### src/rtl/w_grad_blend_pkg.sv
// Shared constants and FSM encoding for the gradient-weight blend stage.
package w_grad_blend_pkg;

  localparam int DATA_W_DEF = 8;

  function automatic int wmax_of(input int width);
    return (1 << width) - 1;
  endfunction

  localparam int WMAX      = wmax_of(DATA_W_DEF);
  localparam int RND_CONST = WMAX >> 1;

  typedef enum logic [1:0] {
    IDLE = 2'd0,
    MUL  = 2'd1,
    DIV  = 2'd2,
    DONE = 2'd3
  } state_t;

endpackage

### src/rtl/w_grad_blend_if.sv
// Input-triple and output-pixel handshakes of the blend stage.
// Both sides: a transfer happens on a rising edge where valid and ready are both 1;
// a producer holds valid and its data stable until that edge, and ready never waits on valid.
interface w_grad_blend_if #(
  parameter int DATA_W = w_grad_blend_pkg::DATA_W_DEF
);
  logic [DATA_W-1:0] w_grad_f;
  logic [DATA_W-1:0] pix_a;
  logic [DATA_W-1:0] pix_b;
  logic              in_valid;
  logic              in_ready;
  logic [DATA_W-1:0] pix_out;
  logic              out_valid;
  logic              out_ready;

  modport master (
    output w_grad_f, pix_a, pix_b, in_valid, out_ready,
    input  in_ready, pix_out, out_valid
  );

  modport slave (
    input  w_grad_f, pix_a, pix_b, in_valid, out_ready,
    output in_ready, pix_out, out_valid
  );
endinterface

### src/rtl/w_grad_blend_divider.sv
// Sequential restoring divider, one quotient bit per cycle, MSB first.
// Assumes DIVIDEND_W == DIVISOR_W + QUOT_W and that the quotient fits QUOT_W bits.
module seq_restoring_divider #(
  parameter int DIVIDEND_W = 16,
  parameter int DIVISOR_W  = 8,
  parameter int QUOT_W     = 8
) (
  input  logic                  clk,
  input  logic                  rst,
  input  logic                  start,
  input  logic [DIVIDEND_W-1:0] dividend,
  input  logic [DIVISOR_W-1:0]  divisor,
  output logic                  busy,
  output logic                  done,
  output logic [QUOT_W-1:0]     quotient,
  output logic [DIVISOR_W-1:0]  remainder
);

  localparam int CNT_W = (QUOT_W > 1) ? $clog2(QUOT_W) : 1;
  localparam logic [CNT_W-1:0] LAST = CNT_W'(QUOT_W - 1);

  logic [DIVISOR_W-1:0] rem_r;
  logic [QUOT_W-1:0]    quo_r;
  logic [DIVISOR_W-1:0] dvsr_r;
  logic [CNT_W-1:0]     cnt;
  logic                 busy_r;

  logic [DIVISOR_W:0]   trial;
  logic                 ge;
  logic [DIVISOR_W-1:0] rem_nxt;
  logic [QUOT_W-1:0]    quo_nxt;

  // quo_r shifts dividend bits out at the top and quotient bits in at the bottom.
  always_comb begin
    trial   = {rem_r, quo_r[QUOT_W-1]};
    ge      = (trial >= {1'b0, dvsr_r});
    rem_nxt = ge ? DIVISOR_W'(trial - {1'b0, dvsr_r}) : trial[DIVISOR_W-1:0];
    quo_nxt = {quo_r[QUOT_W-2:0], ge};
  end

  always_ff @(posedge clk) begin
    if (rst) begin
      rem_r  <= '0;
      quo_r  <= '0;
      dvsr_r <= '0;
      cnt    <= '0;
      busy_r <= 1'b0;
    end else if (start) begin
      rem_r  <= dividend[DIVIDEND_W-1 -: DIVISOR_W];
      quo_r  <= dividend[QUOT_W-1:0];
      dvsr_r <= divisor;
      cnt    <= '0;
      busy_r <= 1'b1;
    end else if (busy_r) begin
      rem_r <= rem_nxt;
      quo_r <= quo_nxt;
      cnt   <= cnt + 1'b1;
      if (cnt == LAST) busy_r <= 1'b0;
    end
  end

  // The final step's result is presented combinationally alongside done.
  assign busy      = busy_r;
  assign done      = busy_r && (cnt == LAST);
  assign quotient  = quo_nxt;
  assign remainder = rem_nxt;

endmodule

### src/rtl/w_grad_blend.sv
// Blends two candidate pixels by an 8-bit gradient weight and normalises by WMAX
// with a sequential divider; one transaction in flight at a time.
module w_grad_blend
  import w_grad_blend_pkg::*;
#(
  parameter int DATA_W   = DATA_W_DEF,
  parameter bit ROUND_EN = 1'b1
) (
  input  logic                       clk,
  input  logic                       rst,
  w_grad_blend_if.slave              bus,
  output state_t                     dbg_state,
  output logic [$clog2(DATA_W)-1:0]  dbg_iter,
  output logic                       dbg_div_busy,
  output logic [DATA_W-1:0]          dbg_div_rem
);

  localparam int PROD_W = 2 * DATA_W;
  localparam int CNT_W  = $clog2(DATA_W);
  localparam logic [DATA_W-1:0] WMAX_L = DATA_W'(wmax_of(DATA_W));
  localparam logic [DATA_W-1:0] RND_L  = WMAX_L >> 1;

  state_t            state;
  logic [DATA_W-1:0] w_r, a_r, b_r;
  logic [CNT_W-1:0]  iter;
  logic [PROD_W-1:0] prod;
  logic [PROD_W-1:0] dividend;

  logic              div_start;
  logic              div_busy;
  logic              div_done;
  logic [DATA_W-1:0] div_quot;
  logic [DATA_W-1:0] div_rem;

  // Peak is WMAX*WMAX (+WMAX/2), so PROD_W bits never overflow.
  always_comb begin
    prod = PROD_W'(w_r) * PROD_W'(a_r)
         + PROD_W'(WMAX_L - w_r) * PROD_W'(b_r);
    dividend = prod + (ROUND_EN ? PROD_W'(RND_L) : '0);
  end

  assign div_start = (state == MUL);

  seq_restoring_divider #(
    .DIVIDEND_W (PROD_W),
    .DIVISOR_W  (DATA_W),
    .QUOT_W     (DATA_W)
  ) u_div (
    .clk       (clk),
    .rst       (rst),
    .start     (div_start),
    .dividend  (dividend),
    .divisor   (WMAX_L),
    .busy      (div_busy),
    .done      (div_done),
    .quotient  (div_quot),
    .remainder (div_rem)
  );

  always_ff @(posedge clk) begin
    if (rst) begin
      state         <= IDLE;
      bus.in_ready  <= 1'b1;
      bus.out_valid <= 1'b0;
      bus.pix_out   <= '0;
      w_r           <= '0;
      a_r           <= '0;
      b_r           <= '0;
      iter          <= '0;
    end else begin
      case (state)
        IDLE: begin
          if (bus.in_valid) begin
            w_r          <= bus.w_grad_f;
            a_r          <= bus.pix_a;
            b_r          <= bus.pix_b;
            bus.in_ready <= 1'b0;
            state        <= MUL;
          end
        end
        MUL: begin
          iter  <= '0;
          state <= DIV;
        end
        DIV: begin
          if (div_done) begin
            bus.pix_out   <= div_quot;
            bus.out_valid <= 1'b1;
            state         <= DONE;
          end else begin
            iter <= iter + 1'b1;
          end
        end
        DONE: begin
          // pix_out is left as-is after the handshake.
          if (bus.out_ready) begin
            bus.out_valid <= 1'b0;
            bus.in_ready  <= 1'b1;
            state         <= IDLE;
          end
        end
        default: state <= IDLE;
      endcase
    end
  end

  assign dbg_state    = state;
  assign dbg_iter     = iter;
  assign dbg_div_busy = div_busy;
  assign dbg_div_rem  = div_rem;

endmodule
### src/flat_wrapper.sv
// flat-port wrapper written by rule: the top's interface ports become plain ports
module w_grad_blend_flat import w_grad_blend_pkg::*;
#(
  parameter int DATA_W   = DATA_W_DEF,
  parameter bit ROUND_EN = 1'b1
)
  (clk, rst, dbg_state, dbg_iter, dbg_div_busy, dbg_div_rem, bus_w_grad_f, bus_pix_a, bus_pix_b, bus_in_valid, bus_out_ready, bus_in_ready, bus_pix_out, bus_out_valid);
  w_grad_blend_if #(.DATA_W(DATA_W)) bus_i ();
  input  logic clk;
  input  logic rst;
  output state_t dbg_state;
  output logic [$clog2(DATA_W)-1:0] dbg_iter;
  output logic dbg_div_busy;
  output logic [DATA_W-1:0] dbg_div_rem;
  input wire logic [$bits(bus_i.w_grad_f)-1:0] bus_w_grad_f;
  input wire logic [$bits(bus_i.pix_a)-1:0] bus_pix_a;
  input wire logic [$bits(bus_i.pix_b)-1:0] bus_pix_b;
  input wire logic [$bits(bus_i.in_valid)-1:0] bus_in_valid;
  input wire logic [$bits(bus_i.out_ready)-1:0] bus_out_ready;
  output wire logic [$bits(bus_i.in_ready)-1:0] bus_in_ready;
  output wire logic [$bits(bus_i.pix_out)-1:0] bus_pix_out;
  output wire logic [$bits(bus_i.out_valid)-1:0] bus_out_valid;
  assign bus_i.w_grad_f = bus_w_grad_f;
  assign bus_i.pix_a = bus_pix_a;
  assign bus_i.pix_b = bus_pix_b;
  assign bus_i.in_valid = bus_in_valid;
  assign bus_i.out_ready = bus_out_ready;
  assign bus_in_ready = bus_i.in_ready;
  assign bus_pix_out = bus_i.pix_out;
  assign bus_out_valid = bus_i.out_valid;
  w_grad_blend #(.DATA_W(DATA_W), .ROUND_EN(ROUND_EN)) u_core (.clk(clk), .rst(rst), .bus(bus_i), .dbg_state(dbg_state), .dbg_iter(dbg_iter), .dbg_div_busy(dbg_div_busy), .dbg_div_rem(dbg_div_rem));
endmodule
### config.mk
export PLATFORM = sky130hd
export DESIGN_NAME = w_grad_blend_flat
export DESIGN_NICKNAME = d
export VERILOG_FILES = /design/src/rtl/w_grad_blend_pkg.sv /design/src/rtl/w_grad_blend_if.sv /design/src/rtl/w_grad_blend_divider.sv /design/src/rtl/w_grad_blend.sv /design/src/flat_wrapper.sv
export SDC_FILE = /design/constraint.sdc
export NUM_CORES = 1
export LEC_CHECK = 0
export CORE_MARGIN = 4
export CORE_UTILIZATION = 40
export CTS_CLUSTER_DIAMETER = 40
export DETAILED_ROUTE_END_ITERATION = 8
export SYNTH_ARGS = -nofsm -noshare
export SYNTH_HDL_FRONTEND = slang
export SYNTH_SLANG_ARGS = --single-unit
### constraint.sdc
create_clock -name clk -period 10.3 [get_ports clk]
set_clock_uncertainty 0.2 [all_clocks]
set_input_delay 2.06 -clock clk [delete_from_list [all_inputs] [get_ports clk]]
set_output_delay 2.06 -clock clk [all_outputs]
set_load 0.01 [all_outputs]
==> results of run 1 <==
-- cell usage after synthesis (5+ instances only) --
| cell type | n | area [um2] |
|---|---|---|
| nand3_1 | 12 | 60.1 |
| fa_1 | 104 | 2080 |
| dfxtp_1 | 60 | 1200 |
| nand2b_1 | 32 | 200 |
| and2_1 | 35 | 219 |
| a211oi_1 | 9 | 67.6 |
| nor2_1 | 32 | 120 |
| buf_1 | 9 | 33.8 |
| a21o_1 | 5 | 37.5 |
| xnor2_1 | 9 | 78.8 |
| nand2_1 | 117 | 439 |
| xor2_1 | 8 | 70.1 |
| a21oi_1 | 58 | 290 |
| o21a_1 | 8 | 60.1 |
| mux2i_1 | 5 | 50.1 |
| nor2b_1 | 45 | 282 |
| inv_1 | 143 | 537 |
| ha_1 | 72 | 901 |
| nor3_1 | 5 | 25.0 |
| clkbuf_1 | 23 | 86.3 |
| o21ai_0 | 15 | 75.1 |
-- through the flow --
stage                     setup slack, ps  std cells
final                                4250       1125
after global routing                 4050       1125
after CTS                            4270       1125
after detailed placement             4290       1109
after global placement               4400       1109
after floorplan                      4630        859
-- cells by family after synthesis --
logic type,synth area share (%)
compound gates,11.4
xor+xnor,2.02
fa+ha+maj,40.5
buf+inv,8.99
flops,16.3
mux,0.833
simple gates,19.9
-- worst max-delay path: stages, from the launching register on --
cell and delay (ps):
dfxtp_1 720, nand2b_1 220, fa_1 430, inv_1 90, fa_1 430, fa_1 480, fa_1 540, fa_1 560
inv_1 60, fa_1 520, inv_1 40, ha_1 370, a21o_1 210, a311o_1 360, nor3b_1 160, or3_1 360
nand3_1 90, a31oi_1 70
-- metal layers --
metal | GRT usage (%) | vias to the layer above | wire length [um]
met5 | 0 | - | 0
met4 | 3.96 | 0 | 224
met3 | 3.26 | 17 | 792
met2 | 28.8 | 100 | 8100
met1 | 24.2 | 2815 | 7950
li1 | - | 2771 | -
-- worst paths after layout --
path	start	to	slack (ps)	depth (start not counted)
hold / removal	u_core.bus.pix_out[6]$_SDFFE_PP0P_	u_core.bus.pix_out[6]$_SDFFE_PP0P_	260	2
hold reg to reg	u_core.bus.pix_out[6]$_SDFFE_PP0P_	u_core.bus.pix_out[6]$_SDFFE_PP0P_	260	2
setup / recovery	u_core.w_r[5]$_SDFFE_PP0P_	u_core.u_div.rem_r[6]$_SDFFE_PP0P_	4250	17
setup reg to reg	u_core.w_r[5]$_SDFFE_PP0P_	u_core.u_div.rem_r[6]$_SDFFE_PP0P_	4250	17
-- registers in the layout, summed over array words and instances (netlist names) --
| signal | flops |
|---|---|
| u_core.dbg_state | 2 |
| u_core.dbg_iter | 3 |
| u_core.u_div.quo_r | 8 |
| u_core.a_r | 8 |
| u_core.bus.out_valid | 1 |
| u_core.u_div.cnt | 3 |
| u_core.bus.pix_out | 8 |
| u_core.bus.in_ready | 1 |
| u_core.u_div.busy | 1 |
| u_core.u_div.rem_r | 8 |
| u_core.b_r | 8 |
| u_core.w_r | 8 |
| u_core.u_div.dvsr_r | 1 |
-- layout make-up --
class / count / area [um2]
clock inverter: 7 / 57.6
inverter: 143 / 537
sequential: 60 / 1200
tap: 229 / 287
clock buffer: 9 / 225
fill: 1814 / 9690
timing repair buffer: 54 / 528
multi-input combinational: 623 / 5500
==> qor.yml, run 1 <==
synth-seq-cells: 60
cts_max_level: 3
antenna_found_initial: 0
crit_type: "flip-flop to flip-flop"
worstPathArrival_ps: 6040
final_area_um2: 8340
initial_core_util_pct: 40.9
tns_ps: 0
status: "finished, final reports clean"
fin_util_pct: 46.2
place_congestion: 0.875
post-route-min-period_ps: 6050
port_buffers: 51
cp-start-kind: "flip-flop"
dp_hpwl_mm: 13.4
hold_violations: 0
relSlewSlack_pct: 30.1
drive_gt1_share_pct: 3.46
synth-edff-count: 0
core-area_um2: 18000
rsz0062_at_grt: "no"
die_x_um: 144
ys.flop_type: "dfxtp_1"
clockBufferDepth: 2
cp_max_fo: 17
async_flop_share_pct: 0
cts_num_sinks: 60
drt_iter0_drc: 300
setup_violations: 0
drv_slew: 0
place_area_um2: 8050
num_antenna_cells: 0
viasPerCell: 5.07
netlist_area_um2: 7360
syn_nets: 1063
syn_inst: 859
hold_ws_ps: 258
die_area_um2: 20600
die_h_um: 144
synth_cell_type_count: 57
cp.required_ps: 10290
syn_to_final_growth_pct: 13.2
nets: 1095
avgRoutedWirePerCell_um: 15.2
drt_wl_total_mm: 17.1
tightest_slew_ps: 1050
drc: 0
cts_hold_buffers: 0
vias: 5703
insertion_delay_ps: 340
synthesis.area_per_instance_um2: 8.57
max-cap-violations: 0
cts-root-buf: "clkbuf_16"
ant_nets: 0
ys_seq_area_share_pct: 16.3
track_usage_pct: 17.6
yosysWarnings: 0
cts_resized: 0
cts_tree: "done"
dr.pass1.iters: 5
worst_setup_path_end_kind: "flip-flop"
core.rowCount: 49
cts_inserted_buffers: 9
gr-total-overflow: 0
io_pins: 52
post_cts_buffers: 0
max_freq_ghz: 0.165
hp-class: "flip-flop to flip-flop"
grt_max_degree: 57
clk_pin_slew_worst_paths_ps: 60
grt_pass1_vias: 5650
period_share_pct: 58.7
final_cell_mix: "inv_1 (143), nand2_1 (117), fa_1 (104)"
final_common_cell: "inv_1"
grt_pass1_wl_mm: 28.7
Power of run 1 is left out: the tool's default activity adds up to more than one toggle a clock period on the data nets, which glitch-free logic cannot reach.
==> run 2, diff against run 1 <==
==> constraint.sdc (replaced) <==
create_clock -name clk -period 6.15 [get_ports clk]
set_clock_uncertainty 0.2 [all_clocks]
set_input_delay 1.23 -clock clk [delete_from_list [all_inputs] [get_ports clk]]
set_output_delay 1.23 -clock clk [all_outputs]
set_load 0.01 [all_outputs]
==> run 2 against run 1 <==
Critical endpoint unchanged. Critical path depth is the same. Clock-buffer cell count did not move. Critical path type unchanged. Global-route usage grew 0.23 points. Highest routed layer unchanged.
==> qor.yml, run 2 (same netlist as run 1, synthesis figures left out) <==
status: "finished, final reports clean"
fillers: 1844
drv_slew: 0
cp_max_fo: 9
tightest_slew_ps: 1050
cp-start-kind: "flip-flop"
drc: 0
dp_hpwl_mm: 13.7
cp.required_ps: 6150
cts_max_level: 3
grt_util_met1_pct: 24.9
setup_violations: 0
pre_cts_ws_ps: 247
initial_core_util_pct: 40.9
hold_violations: 0
die_area_um2: 20600
final_common_cell: "inv_1"
syn_to_final_growth_pct: 14.2
tns_ps: 0
ff_latch_area_um2: 1200
final_cell_mix: "inv_1 (143), nand2_1 (117), fa_1 (104)"
io_pins: 52
post_cts_buffers: 0
met2_usage_pct: 28.8
clk_pin_slew_worst_paths_ps: 60
drive_gt1_share_pct: 4.64
relSlewSlack_pct: 30.1
gr-total-overflow: 0
cts_inserted_buffers: 9
viasPerCell: 4.99
ant_nets: 0
max-cap-violations: 0
place_congestion: 0.824
period_share_pct: 95.5
core-area_um2: 18000
core.rowCount: 49
worstPathArrival_ps: 5870
max_freq_ghz: 0.170
r2r_slack_ps: 280
cts_num_sinks: 60
insertion_delay_ps: 350
dr.pass1.iters: 4
drt_wl_total_mm: 17.2
setup_slack_ps: 279
drt_iter0_drc: 262
die_h_um: 144
hp-class: "flip-flop to flip-flop"
crit_type: "flip-flop to flip-flop"
port_buffers: 51
grt_pass1_vias: 5755
vias: 5658
die_x_um: 144
clockBufferDepth: 2
post-route-min-period_ps: 5870
nets: 1104
multi_input_area_um2: 5500
avgRoutedWirePerCell_um: 15.2
rsz0062_at_grt: "no"
worst_setup_path_end_kind: "flip-flop"
cts_tree: "done"
grt_pass1_wl_mm: 29.0
busiest_layer: "met2"
cts-root-buf: "clkbuf_16"
cts_hold_buffers: 0
antenna_found_initial: 0
num_antenna_cells: 0
track_usage_pct: 17.8
grt_max_degree: 56
met3_usage_pct: 3.06
## run 2: cell types whose count changed in the layout (fill, tap and decap cells not counted)
cell	previous run	this run
buf_4	3	12
clkinv_4	1	3
clkinvlp_4	3	2
dfxtp_1	60	58
dfxtp_2	0	2
inv_6	3	1
inv_8	0	1
## run 2: timing repair
item / 4_1_cts / 5_1_grt
endpoints found under the hold margin: 0 / 0
resized for setup: 0 / 2
setup endpoints to repair: 0 / 1
## run 2: through the flow
stage / std cells / hold slack (ps) / area, um2 / util (%)
6_report: 1134 / 264 / 8410 / 46.7
5_1_grt: 1134 / 293 / 8410 / 46.7
4_1_cts: 1134 / 262 / 8410 / 46.6
3_5_place_dp: 1118 / 251 / 8120 / 45.1
3_3_place_gp: 1118 / 248 / 8120 / 45.1
2_1_floorplan: 859 / 241 / 7360 / -
## run 2: per-layer routing
layer	vias to the layer above	wire, um	share of wire (%)
met5	-	0	0
met1	2770	8110	47
met2	82	8150	47
met4	0	245	1.4
met3	18	683	4.0
li1	2788	-	-
## run 2: final timing paths
check	cells past startpoint	start	to
max	17	u_core.b_r[2]$_SDFFE_PP0P_	u_core.u_div.rem_r[6]$_SDFFE_PP0P_
min	2	u_core.bus.pix_out[7]$_SDFFE_PP0P_	u_core.bus.pix_out[7]$_SDFFE_PP0P_
max reg2reg	17	u_core.b_r[2]$_SDFFE_PP0P_	u_core.u_div.rem_r[6]$_SDFFE_PP0P_
min reg2reg	2	u_core.bus.pix_out[7]$_SDFFE_PP0P_	u_core.bus.pix_out[7]$_SDFFE_PP0P_
## run 2: cell type report
cell class	instances	area share (%)
clock buffers	9	2.68
clock inverters	7	0.729
inverters	143	6.38
multi-input cells	623	65.4
flip-flops and latches	60	14.3
well taps	229	3.41
repair buffers	63	7.08
## run 2: worst max-delay path, cell delays in order (launching register included)
cell and delay [ps]:
dfxtp_1 530, nand2b_1 130, fa_1 540, inv_1 50
fa_1 510, fa_1 440, fa_1 540, fa_1 550
inv_1 50, fa_1 530, inv_1 40, ha_1 360
a21o_1 210, a311o_1 360, nor3b_1 160, or3_1 350
nand3_1 90, a31oi_1 70
Power of run 2 is left out for the same reason.
